==> src/rtl/axi_lite_write_master.sv <==
// AXI4-Lite single-beat write master: one user request in, one AW+W+B transaction out.
// Latency: accept at cycle 0, AW/W valid cycle 1, BREADY cycle 2, done_valid cycle 3 with a zero-wait slave.
// Backpressure: req_ready low while a write is in flight; AW/W held until their READY; BREADY only after both.
module axi_lite_write_master #(
    parameter int ADDR_WIDTH = 32,
    parameter int DATA_WIDTH = 32
) (
    input  logic                      ACLK,
    input  logic                      ARESETn,

    input  logic                      req_valid,
    output logic                      req_ready,
    input  logic [ADDR_WIDTH-1:0]     req_addr,
    input  logic [DATA_WIDTH-1:0]     req_data,
    input  logic [DATA_WIDTH/8-1:0]   req_strb,
    input  logic [2:0]                req_prot,

    output logic                      done_valid,
    output logic [1:0]                done_resp,

    output logic                      AWVALID,
    input  logic                      AWREADY,
    output logic [ADDR_WIDTH-1:0]     AWADDR,
    output logic [2:0]                AWPROT,

    output logic                      WVALID,
    input  logic                      WREADY,
    output logic [DATA_WIDTH-1:0]     WDATA,
    output logic [DATA_WIDTH/8-1:0]   WSTRB,

    input  logic                      BVALID,
    output logic                      BREADY,
    input  logic [1:0]                BRESP,

    output logic [7:0]                err_count
);

    localparam int STRB_WIDTH = DATA_WIDTH / 8;

    localparam logic [1:0] S_IDLE      = 2'd0;
    localparam logic [1:0] S_SEND      = 2'd1;
    localparam logic [1:0] S_WAIT_RESP = 2'd2;

    localparam logic [1:0] RESP_OKAY   = 2'b00;
    localparam logic [7:0] ERR_MAX     = 8'hFF;

    logic [1:0]            r_state;
    logic                  r_req_ready;
    logic                  r_awvalid;
    logic                  r_wvalid;
    logic                  r_bready;
    logic                  r_aw_done;
    logic                  r_w_done;
    logic                  r_done_valid;
    logic [1:0]            r_done_resp;
    logic [7:0]            r_err_count;
    logic [ADDR_WIDTH-1:0] r_awaddr;
    logic [2:0]            r_awprot;
    logic [DATA_WIDTH-1:0] r_wdata;
    logic [STRB_WIDTH-1:0] r_wstrb;

    logic w_accept;
    logic w_aw_hs;
    logic w_w_hs;
    logic w_aw_done;
    logic w_w_done;
    logic w_b_hs;

    // req_ready is only ever high in IDLE, but gate on state too so the intent is explicit
    assign w_accept  = (r_state == S_IDLE) && req_valid && r_req_ready;
    assign w_aw_hs   = r_awvalid && AWREADY;
    assign w_w_hs    = r_wvalid && WREADY;
    // A channel counts as done if it finished earlier or is finishing this cycle
    assign w_aw_done = r_aw_done || w_aw_hs;
    assign w_w_done  = r_w_done || w_w_hs;
    // BREADY is low outside WAIT_RESP, so an early BVALID can never complete here
    assign w_b_hs    = BVALID && r_bready;

    // Transaction sequencing and the registered handshake outputs
    always_ff @(posedge ACLK or negedge ARESETn) begin
        if (!ARESETn) begin
            r_state      <= S_IDLE;
            r_req_ready  <= 1'b0;
            r_awvalid    <= 1'b0;
            r_wvalid     <= 1'b0;
            r_bready     <= 1'b0;
            r_aw_done    <= 1'b0;
            r_w_done     <= 1'b0;
            r_done_valid <= 1'b0;
        end else begin
            r_done_valid <= 1'b0;
            case (r_state)
                S_IDLE: begin
                    // Also raises req_ready on the first edge after reset release
                    r_req_ready <= 1'b1;
                    if (w_accept) begin
                        r_req_ready <= 1'b0;
                        r_awvalid   <= 1'b1;
                        r_wvalid    <= 1'b1;
                        r_aw_done   <= 1'b0;
                        r_w_done    <= 1'b0;
                        r_state     <= S_SEND;
                    end
                end
                S_SEND: begin
                    if (w_aw_hs) begin
                        r_awvalid <= 1'b0;
                        r_aw_done <= 1'b1;
                    end
                    if (w_w_hs) begin
                        r_wvalid <= 1'b0;
                        r_w_done <= 1'b1;
                    end
                    if (w_aw_done && w_w_done) begin
                        r_bready <= 1'b1;
                        r_state  <= S_WAIT_RESP;
                    end
                end
                S_WAIT_RESP: begin
                    if (w_b_hs) begin
                        r_bready     <= 1'b0;
                        r_done_valid <= 1'b1;
                        r_req_ready  <= 1'b1;
                        r_state      <= S_IDLE;
                    end
                end
                default: begin
                    r_state     <= S_IDLE;
                    r_req_ready <= 1'b0;
                    r_awvalid   <= 1'b0;
                    r_wvalid    <= 1'b0;
                    r_bready    <= 1'b0;
                end
            endcase
        end
    end

    // Payload capture on accept; values are kept after the handshakes, never cleared
    always_ff @(posedge ACLK or negedge ARESETn) begin
        if (!ARESETn) begin
            r_awaddr <= '0;
            r_awprot <= '0;
            r_wdata  <= '0;
            r_wstrb  <= '0;
        end else if (w_accept) begin
            r_awaddr <= req_addr;
            r_awprot <= req_prot;
            r_wdata  <= req_data;
            r_wstrb  <= req_strb;
        end
    end

    // Completion response capture and saturating error counter
    always_ff @(posedge ACLK or negedge ARESETn) begin
        if (!ARESETn) begin
            r_done_resp <= 2'b00;
            r_err_count <= 8'h00;
        end else if (w_b_hs) begin
            r_done_resp <= BRESP;
            if ((BRESP != RESP_OKAY) && (r_err_count != ERR_MAX)) begin
                r_err_count <= r_err_count + 8'h01;
            end
        end
    end

    assign req_ready  = r_req_ready;
    assign done_valid = r_done_valid;
    assign done_resp  = r_done_resp;
    assign AWVALID    = r_awvalid;
    assign AWADDR     = r_awaddr;
    assign AWPROT     = r_awprot;
    assign WVALID     = r_wvalid;
    assign WDATA      = r_wdata;
    assign WSTRB      = r_wstrb;
    assign BREADY     = r_bready;
    assign err_count  = r_err_count;

endmodule

==> config.mk <==
export PLATFORM = sky130hd
export DESIGN_NAME = axi_lite_write_master
export DESIGN_NICKNAME = d
export VERILOG_FILES = /design/src/rtl/axi_lite_write_master.sv
export SDC_FILE = /design/constraint.sdc
export NUM_CORES = 1
export LEC_CHECK = 0
export CORE_MARGIN = 2
export CORE_UTILIZATION = 50
export DETAILED_ROUTE_END_ITERATION = 12
export DONT_BUFFER_PORTS = 1
export HOLD_SLACK_MARGIN = 0.06
export REMOVE_ABC_BUFFERS = 1
export SLEW_MARGIN = 20
export SYNTH_ARGS = -nofsm -noshare
export SYNTH_HDL_FRONTEND = slang
export SYNTH_SLANG_ARGS = --single-unit
==> constraint.sdc <==
create_clock -name ACLK -period 1.7 [get_ports ACLK]
set_clock_uncertainty 0.05 [all_clocks]
set_input_delay 0.255 -clock ACLK [delete_from_list [all_inputs] [get_ports ACLK]]
set_output_delay 0.255 -clock ACLK [all_outputs]
set_load 0.005 [all_outputs]
==> run summary <==
Peak VDD IR - 0.000770 V
Number of enable flip-flop cells after synthesis - 0
PnR worst setup slack - 0.0920 ns
Ys async rst share - 1.00
Max_slew headroom - 0.746
Area delta synth->final - 30.7%
Hold WC Path Type - primary input to async pin
Mux cell area share after synthesis - 0.250
Root Buffer - clkbuf_8
Worst EP required - 1.87 ns
Worst slack, placed - 0.111 ns
Critical path type - register to register
Initial Util - 0.517
Fin nets - 393
Final period utilization - 0.946
DRT Pass-1 Iters - 4
Global-route wire length before repair - 11800 um
Crit path arrival time - 1.78 ns
GRT Total Usage - 0.206
Total CTS buffers - 9
Largest family of logic cells by synthesized area - multiplexers
Compound-Gate Fraction of Synth Area - 0.0349
Share of the yosys chip area belonging to registers - 0.641
Most common cell after layout, fill and taps aside - dfrtp_1
Fmax achieved - 622 MHz
Syn Area/Cell - 15.5 um2
Register-to-Register Path Depth - 4
XOR/XNOR share of the synthesized area - 0.00748
H-tree Lvls - 3
Die width - 87.8 um
Synth Flop Type - dfrtp_1
Placed Area - 3650 um2
Initial antenna violation count - 0
IO buf count - 0
ANT nets after route - 0
Synth unique cells - 32
Simple-Gate Fraction of Synth Area - 0.0456
Die H - 87.8 um
RSZ-0062 raised after global routing - no
Post-CTS setup repair buffer count - 0
Wire per inst - 19.2 um
# hold bufs at CTS - 77
Num ports - 165
Die Area - 7710 um2
Via count of the first global-routing pass - 2372
Setup Viol. Count Final - 0
# diodes - 0
Vias - 2184
Clk pin slew, worst setup/hold paths - 0.08 ns
Leak - 1.93 nW
WHS - -0.451 ns
Synthesis warning total - 0
Resize count post-CTS - 0
CTS Buffer Depth - 2
Synthesized area - 3510 um2
Initial DRC Count - 79
Remaining DRCs - 0
Clk Latency, worst-skew pair - 0.34 ns
MaxCap Viol Count - 0
Worst Setup End Kind - register
Slew Limit Fails - 0
Nature of the critical path startpoint - register
Fraction of layout cells with a size suffix above 1 - 0.297
Synthesized netlist cell count - 227
Post-synthesis register bit count - 90
Total grt overflow - 0
Sum of negative setup slack - 0 ns
WL final - 7920 um
CP max FO - 36
Post-route cell area - 4590 um2
Clk sinks - 90
CTS tree - yes
Outcome - finished, violations left
Filler Cells Inserted - 476
Worst Max-Slew Pin Slew - 0.380 ns
DR vias/cell - 5.29
DP HPWL - 5090 um
Largest net degree at the start of global routing - 91
Rows - 30
Hold Violations, Final - 90
Power per cell area - 1620 nW/um2
Crit path time final - 1.61 ns
Failing checks - hold timing
Most frequent cells in the layout - 90 x dfrtp_1, 77 x dlygate4sd3_1, 71 x mux2_2
Post-Synth Adder-Cell Area - 0.00356
Core footprint - 6790 um2
Pwr Total - 7.42 mW
GPL Wtd Cong - 0.721
[cell families (layout without fill, tap and decap cells)]
kind of cell             Yosys count  count (layout)
flip-flops                        90              90
multiplexers                      78              78
AND/OR/NAND/NOR                   28              28
AO/OA/AOI/OAI                     18              18
buffers and inverters              9              99
XOR/XNOR                           3               3
adder cells (fa/ha/maj)            1               1
[critical path, cell delays in order, from the launching register on]
cell,delay (ns)
dfrtp_1,0.42
nand2_1,0.13
nor3_4,0.23
buf_12,0.25
mux2_2,0.38
[final cells by class]
class | count | area [um2] | share of cell area
Clock buffer | 11 | 141 | 0.0308
Multi-Input combinational cell | 128 | 1200 | 0.261
Timing Repair Buffer | 84 | 848 | 0.185
Clock inverter | 4 | 28.8 | 0.00627
Sequential cell | 90 | 2250 | 0.491
Tap cell | 96 | 120 | 0.0262
[state kept, by name (all words and copies together), names as in the netlist]
register and cells:
done_resp 2, WDATA 32, BREADY 1, WVALID 1, AWVALID 1, AWPROT 3, req_ready 1, r_aw_done 1
r_state 2, err_count 8, done_valid 1, r_w_done 1, AWADDR 32, WSTRB 4
[report_power, final]
part           total [mW]  internal [mW]  switching (mW)
Clock                1.25          0.564           0.691
Combinational        2.05           1.29           0.764
Sequential           4.11           3.19           0.919
[through the flow]
step                instances   util
global route              413  0.676
detailed placement        321  0.537
finish                    413  0.676
CTS                       413  0.676
global placement          321  0.537
floorplan                 218      -
[cells in the mapped netlist, types with 2 or more instances]
cell type | count | share of area
a21oi_1 | 6 | 0.0086
a32o_1 | 2 | 0.0057
buf_4 | 7 | 0.015
dfrtp_1 | 90 | 0.64
mux2_1 | 6 | 0.019
mux2_2 | 71 | 0.23
nand2_1 | 10 | 0.011
nand2b_1 | 2 | 0.0036
nand3_1 | 3 | 0.0043
nor3_1 | 3 | 0.0043
nor3b_1 | 2 | 0.0043
nor4_1 | 2 | 0.0036
o21ai_0 | 3 | 0.0043
xor2_1 | 2 | 0.0050
[metal layers]
metal	track usage	part of all wire
met2	0.368	0.53
met5	0	0
met1	0.227	0.36
met3	0.0537	0.084
met4	0.0979	0.025
[final timing paths]
| kind | start | endpoint | slack (ns) |
|---|---|---|---|
| max | req_ready | WSTRB[3] | 0.09 |
| max reg2reg | req_ready | WSTRB[3] | 0.09 |
| min | ARESETn | WDATA[7] | -0.45 |
| min reg2reg | r_w_done | r_w_done | 0.45 |
| max in group asynchronous | ARESETn | WDATA[10] | 1.92 |
| min in group ACLK | BVALID | r_state[1] | 0.16 |
Note: power is estimated with default switching activity, not from simulation.
